<file path="config.mk">
export PLATFORM = sky130hd
export DESIGN_NAME = fb_write_arbiter_flat
export DESIGN_NICKNAME = d
export VERILOG_FILES = /design/src/rtl/fb_pkg.sv /design/src/rtl/fb_write_arbiter_if.sv /design/src/rtl/fb_clear_engine.sv /design/src/rtl/fb_write_arbiter.sv /design/src/flat_wrapper.sv
export SDC_FILE = /design/constraint.sdc
export NUM_CORES = 1
export LEC_CHECK = 0
export CELL_PAD_IN_SITES_DETAIL_PLACEMENT = 1
export CELL_PAD_IN_SITES_GLOBAL_PLACEMENT = 1
export CORE_UTILIZATION = 35
export CTS_CLUSTER_SIZE = 30
export DETAILED_ROUTE_END_ITERATION = 6
export PLACE_DENSITY_LB_ADDON = 0.1
export SYNTH_ARGS = -nofsm -noshare
export SYNTH_HDL_FRONTEND = slang
export SYNTH_SLANG_ARGS = --single-unit
</file>
<file path="constraint.sdc">
create_clock -name Clk -period 5.7 [get_ports Clk]
set_input_delay 0.57 -clock Clk [delete_from_list [all_inputs] [get_ports Clk]]
set_output_delay 0.57 -clock Clk [all_outputs]
set_load 0.01 [all_outputs]
</file>
<file path="src/rtl/fb_pkg.sv">
// Shared constants and FSM encoding for the frame-buffer write arbiter.
package fb_pkg;

  localparam int FB_ADDR_W = 20;
  localparam int FB_DATA_W = 16;

  // Game FSM encoding: port 0 (trail writer) only writes while playing.
  localparam logic [2:0] PLAYING = 3'b010;

  // Arbiter FSM state, 2-bit encoding.
  typedef logic [1:0] fsm_state_t;
  localparam fsm_state_t ST_IDLE  = 2'd0;
  localparam fsm_state_t ST_OWN0  = 2'd1;
  localparam fsm_state_t ST_OWN1  = 2'd2;
  localparam fsm_state_t ST_CLEAR = 2'd3;

endpackage

</file>
<file path="src/rtl/fb_write_arbiter_if.sv">
// Write-request bundle between the two pixel writers and the arbiter,
// plus the registered frame-buffer write port.
//
// Handshake: a writer holds req high with addr/data stable; a beat is
// accepted in every cycle where req && gnt, and the writer may then present
// its next beat. gnt never asserts without req. Accepted beats appear on
// fb_addr/fb_data with fb_we=1 exactly one cycle later.
interface fb_write_arbiter_if;
  import fb_pkg::*;

  logic                 p0_req;
  logic [FB_ADDR_W-1:0] p0_addr;
  logic [FB_DATA_W-1:0] p0_data;
  logic                 p0_gnt;

  logic                 p1_req;
  logic [FB_ADDR_W-1:0] p1_addr;
  logic [FB_DATA_W-1:0] p1_data;
  logic                 p1_gnt;

  logic [FB_ADDR_W-1:0] fb_addr;
  logic [FB_DATA_W-1:0] fb_data;
  logic                 fb_we;

  // Writers and the frame-buffer observer.
  modport master (
    output p0_req, p0_addr, p0_data,
    output p1_req, p1_addr, p1_data,
    input  p0_gnt, p1_gnt,
    input  fb_addr, fb_data, fb_we
  );

  // The arbiter.
  modport slave (
    input  p0_req, p0_addr, p0_data,
    input  p1_req, p1_addr, p1_data,
    output p0_gnt, p1_gnt,
    output fb_addr, fb_data, fb_we
  );

endinterface

</file>
<file path="src/rtl/fb_clear_engine.sv">
// Clear sweep counter: walks CLEAR_BASE .. CLEAR_BASE+CLEAR_WORDS-1, one word
// per advance, and flags the final word.
module fb_clear_engine
  import fb_pkg::*;
#(
  parameter logic [FB_ADDR_W-1:0] CLEAR_BASE  = 20'd0,
  parameter logic [FB_ADDR_W-1:0] CLEAR_WORDS = 20'd76800
) (
  input  logic                 clk,
  input  logic                 rst,
  input  logic                 start,
  input  logic                 advance,
  output logic                 busy,
  output logic                 done,
  output logic                 last,
  output logic [FB_ADDR_W-1:0] addr
);

  localparam logic [FB_ADDR_W-1:0] LAST_N = CLEAR_WORDS - FB_ADDR_W'(1);

  logic [FB_ADDR_W-1:0] count;

  assign addr = CLEAR_BASE + count;
  assign last = (count == LAST_N);

  // Sweep counter; a start while busy is ignored so the sweep never restarts.
  always_ff @(posedge clk) begin
    if (rst) begin
      count <= '0;
      busy  <= 1'b0;
      done  <= 1'b0;
    end else begin
      done <= 1'b0;
      if (start && !busy) begin
        count <= '0;
        busy  <= 1'b1;
      end else if (advance && busy) begin
        if (last) begin
          count <= '0;
          busy  <= 1'b0;
          done  <= 1'b1;
        end else begin
          count <= count + 1'b1;
        end
      end
    end
  end

endmodule

</file>
<file path="src/rtl/fb_write_arbiter.sv">
// Frame-buffer write arbiter: round-robin between the trail writer (port 0)
// and the overlay writer (port 1) with bounded bursts, plus a clear sweep
// that takes absolute priority over both ports.
module fb_write_arbiter
  import fb_pkg::*;
#(
  parameter logic [FB_ADDR_W-1:0] CLEAR_BASE  = 20'd0,
  parameter logic [FB_ADDR_W-1:0] CLEAR_WORDS = 20'd76800,
  parameter int                   MAX_BURST   = 16
) (
  input  logic                Clk,
  input  logic                Reset,
  input  logic [2:0]          Game_State,
  input  logic                clear_start,
  output logic                clear_busy,
  output logic                clear_done,
  output fsm_state_t          fsm_state,
  fb_write_arbiter_if.slave   bus
);

  localparam int SWEEP_END = int'(CLEAR_BASE) + int'(CLEAR_WORDS) - 1;

  // The sweep must cover at least one word and stay inside the address space.
  if (CLEAR_WORDS == '0 || SWEEP_END > 32'h000F_FFFF) begin : g_bad_clear_params
    $error("fb_write_arbiter: clear sweep range invalid");
  end

  localparam int                CNT_W     = $clog2(MAX_BURST + 1);
  localparam logic [CNT_W-1:0]  BURST_MAX = CNT_W'(MAX_BURST);

  fsm_state_t           state;
  logic                 last_owner;   // 1 = port 1 owned the bus last
  logic [CNT_W-1:0]     burst_cnt;
  logic                 elig0, elig1;
  logic                 gnt0, gnt1;
  logic                 eng_busy, eng_done, eng_last;
  logic [FB_ADDR_W-1:0] eng_addr;

  assign elig0 = bus.p0_req && (Game_State == PLAYING);
  assign elig1 = bus.p1_req;

  // Grants: a pending clear or reset suppresses every port beat.
  always_comb begin
    gnt0 = 1'b0;
    gnt1 = 1'b0;
    if (!Reset && !clear_start) begin
      case (state)
        ST_IDLE: begin
          if (elig0 && elig1) begin
            gnt0 = last_owner;
            gnt1 = !last_owner;
          end else begin
            gnt0 = elig0;
            gnt1 = elig1;
          end
        end
        ST_OWN0: gnt0 = elig0 && (burst_cnt < BURST_MAX);
        ST_OWN1: gnt1 = elig1 && (burst_cnt < BURST_MAX);
        default: ;
      endcase
    end
  end

  assign bus.p0_gnt = gnt0;
  assign bus.p1_gnt = gnt1;
  assign fsm_state  = state;
  assign clear_busy = eng_busy;
  assign clear_done = eng_done;

  // Ownership FSM with burst counting; a full burst only yields when the
  // other port is waiting, otherwise it re-arms in place after a gap cycle.
  always_ff @(posedge Clk) begin
    if (Reset) begin
      state      <= ST_IDLE;
      last_owner <= 1'b1;
      burst_cnt  <= '0;
    end else begin
      case (state)
        ST_IDLE: begin
          if (clear_start) begin
            state <= ST_CLEAR;
          end else if (gnt0) begin
            state     <= ST_OWN0;
            burst_cnt <= CNT_W'(1);
          end else if (gnt1) begin
            state     <= ST_OWN1;
            burst_cnt <= CNT_W'(1);
          end
        end
        ST_OWN0: begin
          if (clear_start || !elig0 || (burst_cnt == BURST_MAX && elig1)) begin
            state      <= clear_start ? ST_CLEAR : ST_IDLE;
            last_owner <= 1'b0;
            burst_cnt  <= '0;
          end else if (burst_cnt == BURST_MAX) begin
            burst_cnt <= '0;
          end else begin
            burst_cnt <= burst_cnt + 1'b1;
          end
        end
        ST_OWN1: begin
          if (clear_start || !elig1 || (burst_cnt == BURST_MAX && elig0)) begin
            state      <= clear_start ? ST_CLEAR : ST_IDLE;
            last_owner <= 1'b1;
            burst_cnt  <= '0;
          end else if (burst_cnt == BURST_MAX) begin
            burst_cnt <= '0;
          end else begin
            burst_cnt <= burst_cnt + 1'b1;
          end
        end
        default: begin
          if (eng_last) state <= ST_IDLE;
        end
      endcase
    end
  end

  fb_clear_engine #(
    .CLEAR_BASE  (CLEAR_BASE),
    .CLEAR_WORDS (CLEAR_WORDS)
  ) u_clear (
    .clk     (Clk),
    .rst     (Reset),
    .start   (clear_start && (state != ST_CLEAR)),
    .advance (state == ST_CLEAR),
    .busy    (eng_busy),
    .done    (eng_done),
    .last    (eng_last),
    .addr    (eng_addr)
  );

  // Registered frame-buffer write port: clear beat, else the granted port.
  always_ff @(posedge Clk) begin
    if (Reset) begin
      bus.fb_we   <= 1'b0;
      bus.fb_addr <= '0;
      bus.fb_data <= '0;
    end else if (state == ST_CLEAR) begin
      bus.fb_we   <= 1'b1;
      bus.fb_addr <= eng_addr;
      bus.fb_data <= '0;
    end else if (gnt0) begin
      bus.fb_we   <= 1'b1;
      bus.fb_addr <= bus.p0_addr;
      bus.fb_data <= bus.p0_data;
    end else if (gnt1) begin
      bus.fb_we   <= 1'b1;
      bus.fb_addr <= bus.p1_addr;
      bus.fb_data <= bus.p1_data;
    end else begin
      bus.fb_we <= 1'b0;
    end
  end

endmodule

</file>
<file path="src/flat_wrapper.sv">
// flat-port wrapper written by rule: the top's interface ports become plain ports
module fb_write_arbiter_flat import fb_pkg::*;
#(
  parameter logic [FB_ADDR_W-1:0] CLEAR_BASE  = 20'd0,
  parameter logic [FB_ADDR_W-1:0] CLEAR_WORDS = 20'd76800,
  parameter int                   MAX_BURST   = 16
)
  (Clk, Reset, Game_State, clear_start, clear_busy, clear_done, fsm_state, bus_p0_req, bus_p0_addr, bus_p0_data, bus_p1_req, bus_p1_addr, bus_p1_data, bus_p0_gnt, bus_p1_gnt, bus_fb_addr, bus_fb_data, bus_fb_we);
  fb_write_arbiter_if bus_i ();
  input  logic Clk;
  input  logic Reset;
  input  logic [2:0] Game_State;
  input  logic clear_start;
  output logic clear_busy;
  output logic clear_done;
  output fsm_state_t fsm_state;
  input wire logic [$bits(bus_i.p0_req)-1:0] bus_p0_req;
  input wire logic [$bits(bus_i.p0_addr)-1:0] bus_p0_addr;
  input wire logic [$bits(bus_i.p0_data)-1:0] bus_p0_data;
  input wire logic [$bits(bus_i.p1_req)-1:0] bus_p1_req;
  input wire logic [$bits(bus_i.p1_addr)-1:0] bus_p1_addr;
  input wire logic [$bits(bus_i.p1_data)-1:0] bus_p1_data;
  output wire logic [$bits(bus_i.p0_gnt)-1:0] bus_p0_gnt;
  output wire logic [$bits(bus_i.p1_gnt)-1:0] bus_p1_gnt;
  output wire logic [$bits(bus_i.fb_addr)-1:0] bus_fb_addr;
  output wire logic [$bits(bus_i.fb_data)-1:0] bus_fb_data;
  output wire logic [$bits(bus_i.fb_we)-1:0] bus_fb_we;
  assign bus_i.p0_req = bus_p0_req;
  assign bus_i.p0_addr = bus_p0_addr;
  assign bus_i.p0_data = bus_p0_data;
  assign bus_i.p1_req = bus_p1_req;
  assign bus_i.p1_addr = bus_p1_addr;
  assign bus_i.p1_data = bus_p1_data;
  assign bus_p0_gnt = bus_i.p0_gnt;
  assign bus_p1_gnt = bus_i.p1_gnt;
  assign bus_fb_addr = bus_i.fb_addr;
  assign bus_fb_data = bus_i.fb_data;
  assign bus_fb_we = bus_i.fb_we;
  fb_write_arbiter #(.CLEAR_BASE(CLEAR_BASE), .CLEAR_WORDS(CLEAR_WORDS), .MAX_BURST(MAX_BURST)) u_core (.Clk(Clk), .Reset(Reset), .Game_State(Game_State), .clear_start(clear_start), .clear_busy(clear_busy), .clear_done(clear_done), .fsm_state(fsm_state), .bus(bus_i));
endmodule
</file>
==> impl_metrics.tcl <==
set metrics [dict create \
    synthesis.nets 531 \
    synthTopCellsByCount "dfxtp_1 (67), nand2_1 (63), nor2_1 (50), a21oi_1 (18), clkbuf_1 (17)" \
    rsz0062_at_grt "false" \
    holdWs_ps 489 \
    synthMuxAreaShare 0.00558 \
    cp_max_fo 38 \
    synth_edf_count 0 \
    synth_top_family_by_area "simple AND/OR/NAND/NOR gates" \
    wl_per_cell_um 17.6 \
    cts_root_buf "clkbuf_8" \
    area_delta_synth_final_pct 42.0 \
    ys_seq_area_frac 0.374 \
    p_int_mw 1.02 \
    totalNegativeSetupSlack_ps 0 \
    grt_max_degree 54 \
    pwr-share-comb 0.299 \
    r2r_start "u_core.fsm_state[0]" \
    drive_gt1_frac 0.0686 \
    fmax_mhz 283 \
    min_period_over_period 0.619 \
    core-area_um2 9860 \
    syn-cell-area_um2 3590 \
    p_leak_nw 1.69 \
    diodes 0 \
    cp-end-kind "primary output" \
    yosys.area_share.adder 0.0244 \
    syn_area_per_cell_um2 8.08 \
    clk_latency_ps 360 \
    yosys_warnings 0 \
    rows 36 \
    hold_viol 0 \
    async_flop_share 0 \
    clk_path_buf_depth 2 \
    crit_path_start_kind "primary input" \
    setup_viol_count_final 0 \
    rrSetupSlack_ps 3030 \
    clk_pin_slew_ps 70 \
    cts_tree "built" \
    grt_antenna_before_repair 0 \
    clock-sinks 67 \
    powerDensity_nw_per_um2 288 \
    min_period_ps 3530 \
    crit_type "in -> out" \
    hold_end "u_core.bus.fb_data[2]" \
    hold_path.class "reg -> reg" \
    switching_share 0.308 \
    die_w_um 103 \
    drcViolationCount 0 \
    p_sw_mw 0.452 \
    grt_pass1_wl_um 18600 \
    min_from "u_core.bus.fb_data[2]" \
    io_buffers 122 \
    synth-main-ff-cell "dfxtp_1" \
    synthCells 444 \
    fp.dieArea_um2 10700 \
    yosysMostFrequentCell "dfxtp_1" \
    max-slew-margin-rel 0.414 \
    yosysTopAreaCellShare 0.374 \
    overflow 0 \
    ioPinCount 123 \
    setup_slack_ps 2170 \
    cts_setup_buffers 0 \
    place_ws_ps 2190 \
    synth-simple-area-share 0.252 \
    clock_skew_ps 11.1 \
    fin_total_pwr_mw 1.47 \
    drtPass1Iterations 4 \
    grt_pass1_vias 3725 \
    arrival_ps 2960 \
    wl_um 12100 \
    hold_path_depth 2 \
    cts_hold_buf 0 \
    hpwl_um 8830 \
    routabilityCongestion 0.835 \
    synth-compound-area-share 0.237 \
    status "complete, no violations" \
    rr_worst_depth 9 \
    slew_violations 0 \
    yosys-top-cells-area "dfxtp_1 (37%), nand2_1 (6.6%), nor2_1 (5.2%)" \
    postRouteAntennaNets 0 \
    routed_via_density 5.37 \
    track_usage 0.232 \
    synth_top_area_cell "dfxtp_1" \
    pwr-share-seq 0.371 \
    r2r_end "u_core.bus.fb_addr[3]" \
    cts_made_buffers 9 \
    yosysUniqueCellTypes 57 \
    synth_seq_cells 67 \
    initial_utilization 0.364 \
    post_cts_resized 0 \
    required_ps 5130 \
    worstMarginPinSlew_ps 879 \
    maxCapViolCount 0 \
    num-nets-final 636 \
    htreeDepth 3 \
    power_frac_clock 0.330 \
    synth_xor_area_frac 0.0464 \
    die_h_um 103 \
    vias 3686 \
    drtIter0Drc 116 \
    peakVddDrop_v 0.000136 \
]
[how the worst max path moves through the flow]
stage                       start    endpoint  slack [ps]  cells past startpoint
finish                      Reset  bus_p1_gnt        2170                      7
CTS                         Reset  bus_p1_gnt        2180                      7
global placement            Reset  bus_p1_gnt        2280                      7
floorplan           Game_State[2]  bus_p0_gnt        3460                      7
detailed placement          Reset  bus_p1_gnt        2190                      7
global route                Reset  bus_p1_gnt        2010                      7
[layout make-up]
class                   count  area [um2]
clock buffers               9         124
clock inverters             7         116
fillers                  1176        4770
inverters                  16        60.1
multi-input cells         328        2030
flip-flops and latches     67        1340
well taps                 133         166
repair buffers            127        1260
[routing by layer]
layer  vias to the layer above  routed length (um)  GRT usage
met5                         -                   0          0
met4                         0                 337      0.107
met3                        23                 745     0.0699
met2                       108                5940      0.386
met1                      1753                5070      0.277
li1                       1802                   -          -
[layout by cell type (no fill, tap or decap), types with 9 or more instances in the layout]
cell type	n
a211oi_1	9
a21oi_1	18
a311oi_1	16
a31oi_1	12
clkbuf_8	9
clkdlybuf4s50_1	122
dfxtp_1	67
inv_1	14
nand2_1	63
nand3_1	16
nor2_1	50
nor3_1	9
o21bai_1	11
xnor2_1	14
[state kept, by name, summed over array words and instances, names as in the netlist]
register	flops
u_core.burst_cnt	5
u_core.bus.fb_addr	20
u_core.bus.fb_data	16
u_core.bus.fb_we	1
u_core.fsm_state	2
u_core.last_owner	1
u_core.u_clear.busy	1
u_core.u_clear.count	20
u_core.u_clear.done	1
[worst max-delay path, stage by stage]
cell,delay (ps)
clkdlybuf4s50_1,410
buf_4,240
nor3b_1,290
o21a_1,420
nand2_2,330
inv_2,130
clkdlybuf4s50_1,550
[cells by family after synthesis]
| logic type | Yosys count |
|---|---|
| multiplexers | 2 |
| buffers and inverters | 49 |
| flip-flops | 67 |
| adder cells (fa/ha/maj) | 7 |
| AND/OR/NAND/NOR | 185 |
| XOR/XNOR | 19 |
| AO/OA/AOI/OAI | 115 |
[power groups by stage]
stage | Clock, mW | Combinational (mW) | Sequential, mW
final | 0.484 | 0.439 | 0.545
after detailed placement | 0 | 0.438 | 0.555
after global placement | 0 | 0.429 | 0.553
after floorplan | 0 | 0.226 | 0.565
after CTS | 0.496 | 0.440 | 0.545
after global routing | 0.521 | 0.479 | 0.550
[stage by stage]
stage	cell area, um2	util	std cells
after global placement	4850	0.492	671
after CTS	5090	0.516	687
after floorplan	3590	-	444
final	5090	0.516	687
after detailed placement	4850	0.492	671
after global routing	5090	0.516	687
Note: power is estimated with default switching activity, not from simulation.
